`src/rtl/fetch_queue_if.sv`:
```
// Handshake bundle between the fetch queue, instruction memory, the
// redirect source and the decode stage. The fetch queue uses the master
// modport; the surrounding system uses the slave modport.
// The optional misalign_err flag exists only when FETCH_MISALIGN_CHK_EN
// is defined.
interface fetch_queue_if #(
  parameter int XLEN = 32
);
  logic            redirect_valid;
  logic [XLEN-1:0] redirect_pc;
  logic            imem_req_valid;
  logic            imem_req_ready;
  logic [XLEN-1:0] imem_req_addr;
  logic            imem_rsp_valid;
  logic [31:0]     imem_rsp_data;
  logic            out_valid;
  logic            out_ready;
  logic [31:0]     out_instr;
  logic [XLEN-1:0] out_pc;
  logic [6:0]      out_op;
`ifdef FETCH_MISALIGN_CHK_EN
  logic            misalign_err;
`endif

  modport master (
`ifdef FETCH_MISALIGN_CHK_EN
    output misalign_err,
`endif
    input  redirect_valid, redirect_pc,
    input  imem_req_ready, imem_rsp_valid, imem_rsp_data, out_ready,
    output imem_req_valid, imem_req_addr,
    output out_valid, out_instr, out_pc, out_op
  );

  modport slave (
`ifdef FETCH_MISALIGN_CHK_EN
    input  misalign_err,
`endif
    output redirect_valid, redirect_pc,
    output imem_req_ready, imem_rsp_valid, imem_rsp_data, out_ready,
    input  imem_req_valid, imem_req_addr,
    input  out_valid, out_instr, out_pc, out_op
  );
endinterface

```
`src/rtl/fetch_queue.sv`:
```
// Instruction-fetch front end: issues sequential word fetches, buffers the
// in-order responses in a DEPTH-entry queue and presents the head to decode.
// A redirect flushes the queue; responses still in flight for the old path
// are counted off in the DRAIN state and discarded.
// Optional macro FETCH_MISALIGN_CHK_EN adds a sticky misalign_err flag that
// is raised by any redirect whose target is not word aligned.
module fetch_queue #(
  parameter int              XLEN     = 32,
  parameter logic [XLEN-1:0] RESET_PC = '0,
  parameter int              DEPTH    = 2
) (
  input logic           clk,
  input logic           reset,
  fetch_queue_if.master bus
);

  localparam int            CW       = $clog2(DEPTH + 1);
  localparam int            PW       = (DEPTH > 1) ? $clog2(DEPTH) : 1;
  localparam logic [CW:0]   DEPTH_V  = (CW + 1)'(DEPTH);
  localparam logic [PW-1:0] LAST_PTR = PW'(DEPTH - 1);

  typedef enum logic {
    RUN   = 1'b0,
    DRAIN = 1'b1
  } state_t;

  state_t          r_state;
  logic [XLEN-1:0] r_fetch_pc;
  logic [XLEN-1:0] r_head_pc;
  logic [CW-1:0]   r_count;
  logic [CW-1:0]   r_outstanding;
  logic [CW-1:0]   r_drop_cnt;
  logic [PW-1:0]   r_head;
  logic [PW-1:0]   r_tail;
  logic [31:0]     r_mem [DEPTH];

  logic            w_credit;
  logic            w_req_valid;
  logic            w_fire;
  logic            w_rsp_ok;
  logic            w_push;
  logic            w_out_valid;
  logic            w_pop;
  logic [XLEN-1:0] w_tgt_pc;
  logic [CW-1:0]   w_drop;
  logic [31:0]     w_out_instr;

  function automatic logic [PW-1:0] ptr_inc(input logic [PW-1:0] p);
    return (p == LAST_PTR) ? '0 : p + PW'(1);
  endfunction

  // Queue entries plus in-flight requests never exceed DEPTH, so a response
  // always has a free slot waiting for it.
  assign w_credit    = ({1'b0, r_count} + {1'b0, r_outstanding}) < DEPTH_V;
  assign w_req_valid = !reset && (r_state == RUN) && !bus.redirect_valid && w_credit;
  assign w_fire      = w_req_valid && bus.imem_req_ready;

  // A response with nothing outstanding is a protocol error and is ignored.
  assign w_rsp_ok    = bus.imem_rsp_valid && (r_outstanding != '0);
  assign w_push      = !reset && !bus.redirect_valid && (r_state == RUN) && w_rsp_ok;

  assign w_out_valid = (r_count != '0) && (r_state == RUN);
  assign w_pop       = w_out_valid && bus.out_ready;

  assign w_tgt_pc    = bus.redirect_pc & ~XLEN'(3);
  assign w_drop      = r_outstanding - CW'(w_rsp_ok);

  assign w_out_instr = w_out_valid ? r_mem[r_head] : '0;

  assign bus.imem_req_valid = w_req_valid;
  assign bus.imem_req_addr  = r_fetch_pc;
  assign bus.out_valid      = w_out_valid;
  assign bus.out_instr      = w_out_instr;
  assign bus.out_pc         = r_head_pc;
  assign bus.out_op         = w_out_instr[6:0];

  // Control state: PCs, occupancy, credit tracking and the RUN/DRAIN FSM.
  always_ff @(posedge clk) begin
    if (reset) begin
      r_state       <= RUN;
      r_fetch_pc    <= RESET_PC;
      r_head_pc     <= RESET_PC;
      r_count       <= '0;
      r_outstanding <= '0;
      r_drop_cnt    <= '0;
      r_head        <= '0;
      r_tail        <= '0;
    end else if (bus.redirect_valid) begin
      r_fetch_pc    <= w_tgt_pc;
      r_head_pc     <= w_tgt_pc;
      r_count       <= '0;
      r_head        <= '0;
      r_tail        <= '0;
      r_drop_cnt    <= w_drop;
      r_outstanding <= w_drop;
      r_state       <= (w_drop != '0) ? DRAIN : RUN;
    end else if (r_state == RUN) begin
      if (w_fire) begin
        r_fetch_pc <= r_fetch_pc + XLEN'(4);
      end
      if (w_rsp_ok) begin
        r_tail <= ptr_inc(r_tail);
      end
      if (w_pop) begin
        r_head    <= ptr_inc(r_head);
        r_head_pc <= r_head_pc + XLEN'(4);
      end
      r_count       <= r_count + CW'(w_rsp_ok) - CW'(w_pop);
      r_outstanding <= r_outstanding + CW'(w_fire) - CW'(w_rsp_ok);
    end else begin
      if (bus.imem_rsp_valid && (r_drop_cnt != '0)) begin
        r_drop_cnt    <= r_drop_cnt - CW'(1);
        r_outstanding <= r_outstanding - CW'(1);
        if (r_drop_cnt == CW'(1)) begin
          r_state <= RUN;
        end
      end
    end
  end

  // Instruction storage; written at the tail when a live response arrives.
  always_ff @(posedge clk) begin
    if (w_push) begin
      r_mem[r_tail] <= bus.imem_rsp_data;
    end
  end

`ifdef FETCH_MISALIGN_CHK_EN
  logic r_misalign_err;

  // Sticky flag for redirect targets with low address bits set.
  always_ff @(posedge clk) begin
    if (reset) begin
      r_misalign_err <= 1'b0;
    end else if (bus.redirect_valid && (bus.redirect_pc[1:0] != 2'b00)) begin
      r_misalign_err <= 1'b1;
    end
  end

  assign bus.misalign_err = r_misalign_err;
`endif

endmodule

```
`src/flat_wrapper.sv`:
```
// flat-port wrapper written by rule: the top's interface ports become plain ports
module fetch_queue_flat 
#(
  parameter int              XLEN     = 32,
  parameter logic [XLEN-1:0] RESET_PC = '0,
  parameter int              DEPTH    = 2
)
  (clk, reset, bus_redirect_valid, bus_redirect_pc, bus_imem_req_ready, bus_imem_rsp_valid, bus_imem_rsp_data, bus_out_ready, bus_imem_req_valid, bus_imem_req_addr, bus_out_valid, bus_out_instr, bus_out_pc, bus_out_op);
  fetch_queue_if #(.XLEN(XLEN)) bus_i ();
  input logic clk;
  input logic reset;
  input wire logic [$bits(bus_i.redirect_valid)-1:0] bus_redirect_valid;
  input wire logic [$bits(bus_i.redirect_pc)-1:0] bus_redirect_pc;
  input wire logic [$bits(bus_i.imem_req_ready)-1:0] bus_imem_req_ready;
  input wire logic [$bits(bus_i.imem_rsp_valid)-1:0] bus_imem_rsp_valid;
  input wire logic [$bits(bus_i.imem_rsp_data)-1:0] bus_imem_rsp_data;
  input wire logic [$bits(bus_i.out_ready)-1:0] bus_out_ready;
  output wire logic [$bits(bus_i.imem_req_valid)-1:0] bus_imem_req_valid;
  output wire logic [$bits(bus_i.imem_req_addr)-1:0] bus_imem_req_addr;
  output wire logic [$bits(bus_i.out_valid)-1:0] bus_out_valid;
  output wire logic [$bits(bus_i.out_instr)-1:0] bus_out_instr;
  output wire logic [$bits(bus_i.out_pc)-1:0] bus_out_pc;
  output wire logic [$bits(bus_i.out_op)-1:0] bus_out_op;
  assign bus_i.redirect_valid = bus_redirect_valid;
  assign bus_i.redirect_pc = bus_redirect_pc;
  assign bus_i.imem_req_ready = bus_imem_req_ready;
  assign bus_i.imem_rsp_valid = bus_imem_rsp_valid;
  assign bus_i.imem_rsp_data = bus_imem_rsp_data;
  assign bus_i.out_ready = bus_out_ready;
  assign bus_imem_req_valid = bus_i.imem_req_valid;
  assign bus_imem_req_addr = bus_i.imem_req_addr;
  assign bus_out_valid = bus_i.out_valid;
  assign bus_out_instr = bus_i.out_instr;
  assign bus_out_pc = bus_i.out_pc;
  assign bus_out_op = bus_i.out_op;
  fetch_queue #(.XLEN(XLEN), .RESET_PC(RESET_PC), .DEPTH(DEPTH)) u_core (.clk(clk), .reset(reset), .bus(bus_i));
endmodule
```
`config.mk`:
```
export PLATFORM = sky130hd
export DESIGN_NAME = fetch_queue_flat
export DESIGN_NICKNAME = d
export VERILOG_FILES = /design/src/rtl/fetch_queue_if.sv /design/src/rtl/fetch_queue.sv /design/src/flat_wrapper.sv
export SDC_FILE = /design/constraint.sdc
export NUM_CORES = 1
export LEC_CHECK = 0
export ABC_AREA = 1
export CAP_MARGIN = 20
export CORE_MARGIN = 8
export CORE_UTILIZATION = 40
export CTS_CLUSTER_SIZE = 24
export DETAILED_ROUTE_END_ITERATION = 8
export DONT_BUFFER_PORTS = 1
export PLACE_DENSITY = 0.5
export SLEW_MARGIN = 40
export SYNTH_ARGS = -nofsm -noshare
export SYNTH_HDL_FRONTEND = slang
export SYNTH_SLANG_ARGS = --single-unit
```
`constraint.sdc`:
```
create_clock -name clk -period 7.8 [get_ports clk]
set_input_delay 1.17 -clock clk [delete_from_list [all_inputs] [get_ports clk]]
set_output_delay 1.17 -clock clk [all_outputs]
set_load 0.01 [all_outputs]
```
==> Yosys cells after proc, flatten, opt, wreduce, memory -nomap -nowiden <==
Memory sizes are Yosys's and may differ from the RTL's. A register that Yosys moved wholly into a read port is not among the register bits.
Cells that the tools add are included.
{ "classes": {"addsub": 12, "n_lt_le_gt_ge": 1, "eq_ne": 3, "mux": 24, "bitwise": 1, "n_reduce_logical": 28} }
{ "ops": {"columns": ["cell", "n"], "rows": [
  ["$mux W32", 7],
  ["$add A32 B3 Y32 const B", 2],
  ["$reduce_bool A2 Y1", 8],
  ["$mux W2", 6],
  ["$reduce_and A2 Y1", 6],
  ["$logic_and A1 B1 Y1", 11],
  ["$mux W1", 11],
  ["$sub A2 B1 Y2", 3],
  ["$add A2 B1 Y2", 2],
  ["$sub A2 B1 Y2 const B", 2],
  ["$add A2 B2 Y3", 1],
  ["$lt A3 B2 Y1 const B", 1],
  ["$ne A3 B3 Y1 const B", 1],
  ["$add A1 B1 Y1 const B", 2],
  ["$eq A2 B1 Y1 const B", 1],
  ["$logic_not A1 Y1", 2],
  ["$ne A2 B2 Y1 const B", 1],
  ["$reduce_or A2 Y1", 1],
  ["$not A1 Y1", 1]
]} }
{ "word_totals": {"ff_bits": 73, "ram_bits": 64, "output_inout_bits": 105, "elab_cells": 80, "mem_count": 1} }
{ "memory_table": {"columns": ["memory", "depth", "word_bits", "read_ports", "rd_clocked_by_memory_dff", "wr", "line", "source"], "rows": [
  ["u_core.r_mem", 2, 32, 1, 1, 1, "fetch_queue.sv:35", "logic [31:0] r_mem [DEPTH];"]
]} }

==> Depth between registers and ports, before layout <==
{ "depth": {"word_depth": 9, "mapped_depth": 12} }

==> Least setup slack after synthesis <==
OpenSTA, ideal clock, no wires.
{ "synth_timing": {"kind": "in2reg", "start": "input reset", "end": "memory u_core.r_mem[1][0] (enable)", "setup_ns": 0.461, "arrival_ns": 3.800, "t_required_ns": 7.339, "path_slack_ns": 3.538, "path_stages": 4, "path_buffers": 1, "cell_sequence": "buf_2 -> nor2_8 -> inv_1 -> nor3_1"} }
{ "synth_between": {"elab_chain_len": 6} }
{ "synth_lines": {"columns": ["item", "line", "source"], "rows": [
  ["start, declared", "flat_wrapper.sv:11", "input logic reset;"],
  ["$logic_not A1 Y1", "fetch_queue.sv:60", "assign w_push = !reset && !bus.redirect_valid && (r_state == RUN) && w_rsp_ok;"],
  ["$logic_and A1 B1 Y1 (3 in a row)", "fetch_queue.sv:60", null],
  ["$mux W1", "fetch_queue.sv:123", "if (w_push) begin"],
  ["$mux W1 (not written as such)", "fetch_queue.sv:124", "r_mem[r_tail] <= bus.imem_rsp_data;"],
  ["end, declared", "fetch_queue.sv:35", null]
]} }
No other way between the ends.

==> Worst setup path after layout <==
{ "layout_timing": {"start": "input bus_redirect_valid", "end": "output bus_imem_req_valid"} }
{ "layout_between": {"elab_chain_len": 3} }
{ "layout_lines": {"columns": ["item", "line", "source"], "rows": [
  ["start, declared", "flat_wrapper.sv:12", "input wire logic [$bits(bus_i.redirect_valid)-1:0] bus_redirect_valid;"],
  ["$logic_not A1 Y1", "fetch_queue.sv:55", "assign w_req_valid = !reset && (r_state == RUN) && !bus.redirect_valid && w_credit;"],
  ["$logic_and A1 B1 Y1 (2 in a row)", "fetch_queue.sv:55", null],
  ["end, declared", "flat_wrapper.sv:18", "output wire logic [$bits(bus_i.imem_req_valid)-1:0] bus_imem_req_valid;"]
]} }
No other way between the ends.

==> reports/metrics.cfg <==
[run_status]
outcome=complete, no violations

[placement]
portBuffers=0
gp_congestion=0.870
dp_slack_ns=4.83
hpwl_mm=16.7

[timing]
hold_viol=0
min_period_over_period_pct=38.4
drv_slew=0
setup_ws_ns=4.80
setup_tns_ns=0
setup_viol=0
min_period_ns=3.00
fmax_mhz=334
worstMarginPinSlew_ns=0.810
relSlewSlack_pct=45.6
skew_ns=0.0113
rsz0062_at_grt=false

[cts]
cts_buffers=17
clk_pin_slew_ns=0.06
clockBufferDepth=2
cts_hold_buf=0
cts-root-buf=clkbuf_16
post-cts-setup-buffers=0
numClockSinks=134
htreeDepth=4
insertion_delay_ns=0.42
cts_resized=0
cts_tree=done

[pwr]
leakagePower_nw=3.34
peakVddDrop_mv=0.153
powerDensity_nw_per_um2=236

[grt]
grt_use_total_pct=18.8
antenna_found_initial=0
use_met2_pct=31.4
overflow=0
grt_use_met3_pct=8.51
grt_max_degree=43
grt_pass1_vias=5981
met1_usage_pct=21.4
busiest_layer=met2
grt_first_pass_wirelength_mm=34.2

[logic_synthesis]
syn_area_per_cell_um2=7.57
synthFlopType=dfxtp_1
async_reset_ff_share_pct=0
synth_edf_count=64
synth.distinct_cells=40
synth_area_um2=7470
yosys_warnings=0
synth_seq_cells=134
synth_seq_area_share_pct=44.5
syn_inst=986

[die]
start_util_pct=40.3
dieArea_um2=23300
io_pins=175
dieHeight_um=153
rows=50
die_w_um=153
core_area_um2=18500

[route]
wirelength_mm=22.1
vias=6142
first_iter_violations=359
wl_per_cell_um=18.1
vias_per_cell=5.03
drc=0
antenna_left=0
drt_first_pass_iters=4

[worst_setup_path]
endpoint_kind=output pin
required_ns=6.63
startpoint=bus_redirect_valid
r2r_start=u_core.r_count[0]
critPathMaxFanout=42
cp-start-kind=primary input
crit_arrival_ns=1.83
critPathKind=primary input to output pin

[finish]
layout.nets=1053
antenna_cells=0
drive_gt1_share_pct=10.0
final_common_cell=nand2_1
area_delta_synth_final_pct=10.2
final_cell_mix=nand2_1 (272), inv_1 (141), nor2_1 (91)

[job]
maxCapViolCount=0

[worst_hold_path]
hold_start=u_core.r_tail
hold_class=register to register

==> through the flow <==
| stage | hold slack, ns | utilization [%] | std cells | total power, mW | cell area [um2] |
|---|---|---|---|---|---|
| after floorplan | 0.439 | - | 989 | 1.07 | 7480 |
| after global placement | 0.458 | 40.8 | 1184 | 1.13 | 7550 |
| after detailed placement | 0.461 | 41.2 | 1188 | 1.15 | 7630 |
| after CTS | 0.471 | 44.4 | 1220 | 1.97 | 8230 |
| after global routing | 0.495 | 44.4 | 1220 | 2.04 | 8230 |
| final | 0.466 | 44.4 | 1220 | 1.94 | 8230 |
==> sequential cells by signal, indices dropped and copies added, names as in the netlist, named ones only <==
register / flops
u_core.r_mem: 64
u_core.bus.imem_req_addr: 30
u_core.bus.out_pc: 30
u_core.r_count: 2
u_core.r_drop_cnt: 2
u_core.r_outstanding: 2
u_core.r_head: 1
u_core.r_state: 1
u_core.r_tail: 1
==> cells by family after synthesis <==
logic type	Yosys count	share of synthesized area, %
AND/OR/NAND/NOR	482	27.9
buffers and inverters	187	10.7
flip-flops	134	44.5
AO/OA/AOI/OAI	131	9.25
multiplexers	32	4.82
adder cells (fa/ha/maj)	10	1.78
XOR/XNOR	9	1.06
other	1	0.0502
==> power by group <==
| group | total, mW | internal [mW] | switching [mW] |
|---|---|---|---|
| Combinational | 0.284 | 0.0945 | 0.189 |
| Clock | 0.819 | 0.481 | 0.338 |
| Sequential | 0.842 | 0.780 | 0.0614 |
| Total | 1.94 | 1.36 | 0.588 |
==> path summary, 6_finish.rpt <==
| kind | end | slack (ns) | depth (start not counted) |
|---|---|---|---|
| setup / recovery | bus_imem_req_valid | 4.80 | 3 |
| hold reg to reg | u_core.r_tail | 0.47 | 2 |
| hold / removal | u_core.r_tail | 0.47 | 2 |
| setup reg to reg | u_core.r_outstanding[1] | 5.36 | 11 |
==> worst max-delay path, stage by stage <==
cell	delay [ns]
nor2_8	0.34
nand3_1	0.12
inv_1	0.16
==> cell type report <==
type                            count  area, um2
Tap cell                          234        293
Clock buffer                       18        429
Clock inverter                     14        166
Multi-Input combinational cell    668       3370
Sequential cell                   134       3320
Inverter                          146        548
Fill cell                        1938      10300
Timing Repair Buffer                6        100
==> layer usage <==
| metal | routed length (um) | vias up |
|---|---|---|
| li1 | - | 3140 |
| met1 | 9070 | 2815 |
| met2 | 10300 | 164 |
| met3 | 2310 | 23 |
| met4 | 364 | 0 |
| met5 | 0 | - |
==> synth_stat cells, types with 11 or more instances <==
library cell / count / area [um2]
nor2_1: 92 / 345
o21ai_0: 46 / 230
nor2_2: 13 / 81.3
o21ai_1: 14 / 70.1
nand3_1: 68 / 340
mux2_2: 26 / 293
edfxtp_1: 64 / 1920
dfxtp_1: 70 / 1400
nand2_1: 272 / 1020
buf_4: 17 / 128
inv_1: 142 / 533
a21oi_1: 52 / 260
nand4_1: 11 / 68.8
No activity file was read; power rests on OpenSTA's default activity.
